$ cat src/rtl/blake2_msg_pack.sv
// blake2_msg_pack: byte stream to blake2 block feeder (key block, zero padding, ll, hold timing).
// Optional protocol error checks enabled by defining BLAKE2_PACK_ERR_EN.
module blake2_msg_pack #(
  parameter int W        = 32,
  parameter int R        = 10,
  parameter int HOLD_CYC = 8*R+1
) (
  input  logic        clk,
  input  logic        nreset,
  input  logic [5:0]  kk_i,
  input  logic [5:0]  nn_i,
  input  logic        s_valid_i,
  output logic        s_ready_o,
  input  logic [7:0]  s_data_i,
  input  logic        s_last_i,
  input  logic        s_empty_i,
  input  logic        core_h_v_i,
  output logic        data_v_o,
  output logic [5:0]  data_idx_o,
  output logic [7:0]  data_o,
  output logic        block_first_o,
  output logic        block_last_o,
  output logic [5:0]  kk_o,
  output logic [5:0]  nn_o,
  output logic [63:0] ll_o,
  output logic        busy_o,
  output logic        err_o
);
  localparam int HW = $clog2(HOLD_CYC+1);
  typedef enum logic [2:0] {IDLE, KEY, MSG, PAD, HOLD, WAIT_RES} state_t;
  state_t state;
  logic [5:0] cnt, kk_e;
  logic [HW-1:0] hcnt;
  logic fin, f1, seen_h;
  logic idle, acc, key_ph, nobyte, fin_n, blk_end, emit;
  assign idle = state == IDLE;
  assign s_ready_o = idle || state == KEY || state == MSG;
  assign acc = s_valid_i & s_ready_o;
  assign kk_e = idle ? kk_i : kk_o;
  assign key_ph = state == KEY || (idle && kk_i != 6'd0);
  // an empty final beat on the message path carries no byte
  assign nobyte = !key_ph && s_empty_i && s_last_i;
  assign fin_n = fin | (acc & s_last_i);
  assign blk_end = cnt == 6'(2*W-1);
  assign emit = (acc && !nobyte) || state == PAD;
  always_ff @(posedge clk or negedge nreset) begin
    if (!nreset) begin
      state <= IDLE;
      cnt <= '0;
      hcnt <= '0;
      fin <= 1'b0;
      f1 <= 1'b0;
      seen_h <= 1'b0;
      data_v_o <= 1'b0;
      data_idx_o <= '0;
      data_o <= '0;
      block_first_o <= 1'b0;
      block_last_o <= 1'b0;
      kk_o <= '0;
      nn_o <= '0;
      ll_o <= '0;
      busy_o <= 1'b0;
    end else begin
      data_v_o <= emit;
      if (emit) begin
        data_idx_o <= cnt;
        data_o <= state == PAD ? 8'd0 : s_data_i;
        block_first_o <= idle | f1;
        block_last_o <= fin_n;
        cnt <= cnt + 6'd1;
      end
      f1 <= (idle & acc) | (f1 & ~(emit & blk_end));
      fin <= fin_n;
      if (idle && acc) begin
        kk_o <= kk_i;
        nn_o <= nn_i;
        busy_o <= 1'b1;
        ll_o <= kk_i != 6'd0 ? 64'(2*W) : {63'd0, ~nobyte};
      end else if (state == MSG && acc && !nobyte)
        ll_o <= ll_o + 64'd1;
      case (state)
        IDLE, KEY, MSG: if (acc)
          state <= key_ph ? (cnt == kk_e - 6'd1 ? PAD : KEY)
                 : s_last_i ? (blk_end && !nobyte ? WAIT_RES : PAD)
                 : blk_end ? HOLD : MSG;
        PAD: if (blk_end) state <= fin ? WAIT_RES : HOLD;
        HOLD: if (hcnt == '0) state <= MSG;
        WAIT_RES: if (seen_h && !core_h_v_i) state <= IDLE;
        default: state <= IDLE;
      endcase
      hcnt <= state == HOLD ? hcnt - 1'b1 : HW'(HOLD_CYC - 1);
      seen_h <= state == WAIT_RES && (seen_h | core_h_v_i);
      if (state == WAIT_RES && seen_h && !core_h_v_i) begin
        busy_o <= 1'b0;
        fin <= 1'b0;
      end
    end
  end
`ifdef BLAKE2_PACK_ERR_EN
  logic err_n;
  assign err_n = (idle && (kk_i > 6'd32 || nn_i == 6'd0 || nn_i > 6'd32))
              || (s_empty_i && (kk_e != 6'd0 || !s_last_i))
              || (key_ph && s_last_i && cnt != kk_e - 6'd1);
  always_ff @(posedge clk or negedge nreset)
    if (!nreset) err_o <= 1'b0;
    else if (acc) err_o <= (idle ? 1'b0 : err_o) | err_n;
`else
  assign err_o = 1'b0;
`endif
endmodule

$ cat config.mk
export PLATFORM = sky130hd
export DESIGN_NAME = blake2_msg_pack
export DESIGN_NICKNAME = d
export VERILOG_FILES = /design/src/rtl/blake2_msg_pack.sv
export SDC_FILE = /design/constraint.sdc
export NUM_CORES = 1
export LEC_CHECK = 0
export BUFFER_PORTS_ARGS = -buffer_cell sky130_fd_sc_hd__buf_4
export CORE_MARGIN = 8
export CORE_UTILIZATION = 25
export CTS_BUF_LIST = sky130_fd_sc_hd__clkbuf_4
export DETAILED_ROUTE_END_ITERATION = 8
export PLACE_DENSITY_LB_ADDON = 0.12
export RECOVER_POWER = 50
export SLEW_MARGIN = 30
export SYNTH_ARGS = -nofsm -noshare
export SYNTH_HDL_FRONTEND = slang
export SYNTH_SLANG_ARGS = --single-unit
export TNS_END_PERCENT = 5
$ cat constraint.sdc
create_clock -name clk -period 1.9 [get_ports clk]
set_input_delay 0.285 -clock clk [delete_from_list [all_inputs] [get_ports clk]]
set_output_delay 0.285 -clock clk [all_outputs]
set_load 0.03 [all_outputs]
# [Word level (Yosys, flattened, before mapping)]
# Index checks and enable logic that the tools add are counted.
[classes] add_sub_neg=4 n_eq_ne=11 muxes=20 n_bitwise=11 reduce_logical=26
[ops] cell="two-way mux 64 bit" n=2
[ops] cell="adder 64 x 1 -> 64 bit (second input constant)" n=1
[ops] cell="two-way mux 3 bit" n=8
[ops] cell="two-way mux 7 bit" n=2
[ops] cell="logical AND 1 bit" n=12
[ops] cell="case mux 3 bit (4 select lines)" n=1
[ops] cell="two-way mux 8 bit" n=1
[ops] cell="inequality test 2 bit (second input constant)" n=4
[ops] cell="logical NOT 7 bit" n=1
[ops] cell="subtractor 7 x 1 -> 7 bit (second input constant)" n=1
[ops] cell="adder 6 x 1 -> 6 bit (second input constant)" n=1
[ops] cell="equality test 3 x 2 -> 1 bit (second input constant)" n=2
[ops] cell="equality test 3 bit (second input constant)" n=2
[ops] cell="equality test 6 bit" n=1
[ops] cell="equality test 6 bit (second input constant)" n=1
[ops] cell="two-way mux 6 bit" n=1
[ops] cell="nonzero test 6 bit" n=1
[ops] cell="subtractor 6 x 1 -> 6 bit (second input constant)" n=1
[ops] cell="bitwise AND 1 bit" n=5
[ops] cell="logical OR 1 bit" n=4
[ops] cell="two-way mux 1 bit" n=4
[ops] cell="OR 1 bit" n=4
[ops] cell="AND reduction 4 bit" n=1
[ops] cell="nonzero test 2 bit" n=2
[ops] cell="6 further kinds" n=9
[totals] register_bits=113 inputBits=26 output_inout_bits=96 wordCells=87

# [Longest topological paths before layout]
[logic_depth] word_depth=13 depth_mapped=9 depth_no_buf=7

# [Least setup slack after synthesis]
# Ideal clock, no wire load.
[synth_path] kind="reg-to-reg" from="reg ll_o[6]" to="reg ll_o[61]" setup_ns=0.078 arrival_time_ns=2.243 required_time_ns=1.822 setup_slack_ns=-0.421 path_stages_with_launch=8 path_buffers=1 synth_period_minus_slack_ns=2.321 cell_sequence="dfrtp_1 -> nand4_2 -> or2_4 -> nor4_4 -> nand4_2 -> buf_6 -> or4_1 -> a21oi_1"
[synth_via] elab_chain_len=3
[synth_lines] element="from (decl)" line="25" source="output logic [63:0] ll_o,"
[synth_lines] element="from (signal assigned)" line="78" source="ll_o <= kk_i != 6'd0 ? 64'(2*W) : {63'd0, ~nobyte};"
[synth_lines] element="from (signal assigned)" line="80" source="ll_o <= ll_o + 64'd1;"
[synth_lines] element="adder 64 x 1 -> 64 bit" line="80"
[synth_lines] element="two-way mux 64 bit" line="79" source="end else if (state == MSG && acc && !nobyte)"
[synth_lines] element="two-way mux 64 bit" line="74" source="if (idle && acc) begin"
# No other way between the ends. The select of a mux whose other input is x is not followed.
# A chain may end at the register's enable or synchronous reset.

# [Final worst setup path]
[layout_path] from="reg ll_o[32]" to="reg ll_o[53]"
# The elaborated chain is that of the path after synthesis.

==> impl_results.md <==
- Largest net degree at the start of global routing: 42
- Drt drc: 0
- Post-Syn Instances: 614
- DP Wirelength: 13110 um
- Non-Filler Instances: 1171
- CP arrival: 2.52 ns
- Crit share post-route: 1.090
- Antenna viol nets, final: 0
- Routing usage on met2: 0.2217
- GRT overflow: 0
- Clock root cell: clkbuf_4
- Vias per inst: 4.571
- Fin util: 0.3752
- # diodes: 0
- Max_cap viols: 0
- Port bufs: 120
- Max VDD drop: 0.0005421 V
- Clk Latency, worst-skew pair: 0.53 ns
- Yosys synthesis warning count: 0
- CTS sink cnt: 113
- Type of origin of the critical path: flop
- TritonRoute pass-1 iters: 4
- Clock transition at path regs: 0.10 ns
- Initial cell density of the core: 0.2543
- Leakage power: 0.004086 uW
- Die height: 167.5 um
- Layout area overhead: 47.57%
- Die area: 0.02806 mm2
- Initial antenna violation count: 0
- Worst Setup SP: ll_o[32]
- CP Max Fanout: 8
- Wire per inst: 15.15 um
- Failing checks: negative setup slack
- Final worst path period need: 2.071 ns
- Core ar.: 0.02257 mm2
- Cells after DPL: 1119
- H-tree levels: 4
- FP Rows: 55
- Global route hottest layer: met2
- First-pass GRT wire length: 29320 um
- Dpl ws: -0.3668 ns
- Syn_nets: 644
- Syn avg cell area: 9.347 um2
- Number of library cell types mapped by synthesis: 59
- Crit Path Class: flop to flop
- Routing usage on met1: 0.1525
- Post-synth EDFFs: 0
- RSZ-0062 raised after global routing: yes
- Initial DRC Count: 333
- Mapped Area: 0.005739 mm2
- Routed wire length: 17740 um
- Slew of the pin with the lowest slew margin: 0.8581 ns
- CTS tree: done
- Met3 Usage GRT: 0.03574
- Asr flop ratio synth: 1.000
- Share of cells above drive strength 1: 0.3600
- Status: finished, violations left
- Clk buf depth: 2
- DR vias: 5353
- Worst Hold Class: input pin to flop
- Worst Skew: 0.01201 ns
- Top_reg_cell synth: dfrtp_1
- DP Area: 0.007926 mm2
- Most frequent cells in the layout: buf_4, nand2_1, dfrtp_1
- Commonest non-fill, non-tap cell in the layout: buf_4
- Final instance area: 0.008469 mm2
- Final Max Tran Viols: 0
- Placer congestion estimate: 0.7896
- Setup Viol. Count Final: 17
- Worst relative slew slack: 0.4280
- Worst Hold Launch: kk_i[2]
- Final hold vios: 0
- PnR worst setup slack: -0.1708 ns
- FF-to-FF Start: ll_o[32]
- Critical Path RT: 2.35 ns
- Flops & latches, synth: 113
- # IOs: 122
- Pwr/cell area: 999.8 mW/mm2
- Die Span X: 167.5 um
- Nets: 905
- Fin Hold WS: 0.06717 ns
- Total CTS buffers: 17
- Fmax: 0.4829 GHz
- GR Util All Layers: 0.1291
- Vias in the first global route: 5699
- Crit end category: flop
- Sequential area share after synthesis: 0.4927
==> cell families after synthesis <==
family | synth area share
simple gates | 0.2703
flops | 0.4927
compound gates | 0.07587
xor+xnor | 0.09614
buf+inv | 0.02572
mux | 0.02987
fa+ha+maj | 0.008721
other cells | 0.0006534
==> sequential cells by signal (all words and copies together) (netlist names) <==
signal,cells
ll_o,64
data_o,8
hcnt,7
cnt,6
data_idx_o,6
kk_o,6
nn_o,6
state,3
block_first_o,1
block_last_o,1
busy_o,1
data_v_o,1
f1,1
fin,1
seen_h,1
==> power breakdown <==
group	internal [uW]	leakage, uW	switching, uW
Clock	629	0.000123	913
Sequential	2860	0.00144	354
Combinational	1490	0.00252	2220
==> worst paths after layout <==
kind,slack (ns),end,cells after the start
worst max-delay path,-0.17,ll_o[53],7
worst min-delay path,0.07,kk_o[2],4
worst max register to register,-0.17,ll_o[53],7
worst min register to register,0.49,data_idx_o[3],2
max in group asynchronous,0.25,ll_o[17],3
min in group asynchronous,0.33,ll_o[44],2
==> what timing repair did <==
| action | CTS | global route |
|---|---|---|
| endpoints found under the hold margin | 76 | 0 |
| gates resized for setup | 27 | 22 |
| hold buffers | 19 | 0 |
| setup buffers | 3 | 0 |
| setup endpoints to repair | 47 | 73 |
| pin swaps | 16 | 11 |
==> Yosys cell counts (all sizes together), types with 2 or more instances <==
cell type,count,area [um2]
mux2i,16,160.2
a41oi,2,17.52
xnor2,23,201.4
nor4,5,52.55
nor2b,3,18.77
and4,9,78.83
nand2,94,352.8
buf,10,53.80
ha,4,50.05
nor3,11,76.33
or2,2,15.02
or3,10,62.56
clkbuf,14,52.55
xor2,40,350.3
and3,14,87.58
and2,10,62.56
o21a,2,15.01
o21ai,18,101.4
a21oi,23,115.1
nor2,87,326.6
dfrtp,113,2828
o31a,2,17.52
nand2b,2,12.51
a31oi,3,18.77
nand3,32,160.2
a22oi,2,15.01
o32ai,2,17.52
nand4,21,143.9
o31ai,5,42.54
or4,5,37.54
inv,11,41.29
nor3b,4,30.03
==> metrics by stage <==
step	total power, uW	TNS [ns]
finish	8468	-1.694
global route	9107	-6.319
floorplan	5408	-4.452
global placement	6993	-8.952
detailed placement	7037	-10.24
CTS	8723	-2.616
==> area by class of cell <==
type	instances	area, um2
fillers	2319	14100
multi-input cells	466	2950
flip-flops and latches	113	2856
repair buffers	266	2047
well taps	285	356.6
clock buffers	19	142.6
clock inverters	11	75.07
inverters	11	41.29
==> worst max-delay path, cell delays in order, from the launching register on <==
cell     delay [ns]
dfrtp_2        0.37
and4_4         0.23
nand4_1        0.21
nor4_4         0.38
nand4_4        0.22
buf_6          0.17
or3_1          0.29
a21oi_1        0.13
==> layer usage <==
| layer | vias up | routed length (um) |
|---|---|---|
| li1 | 2645 | - |
| met1 | 2592 | 7807 |
| met2 | 94 | 8906 |
| met3 | 22 | 688 |
| met4 | 0 | 337 |
| met5 | - | 0 |
Note: power is estimated with default switching activity, not from simulation.
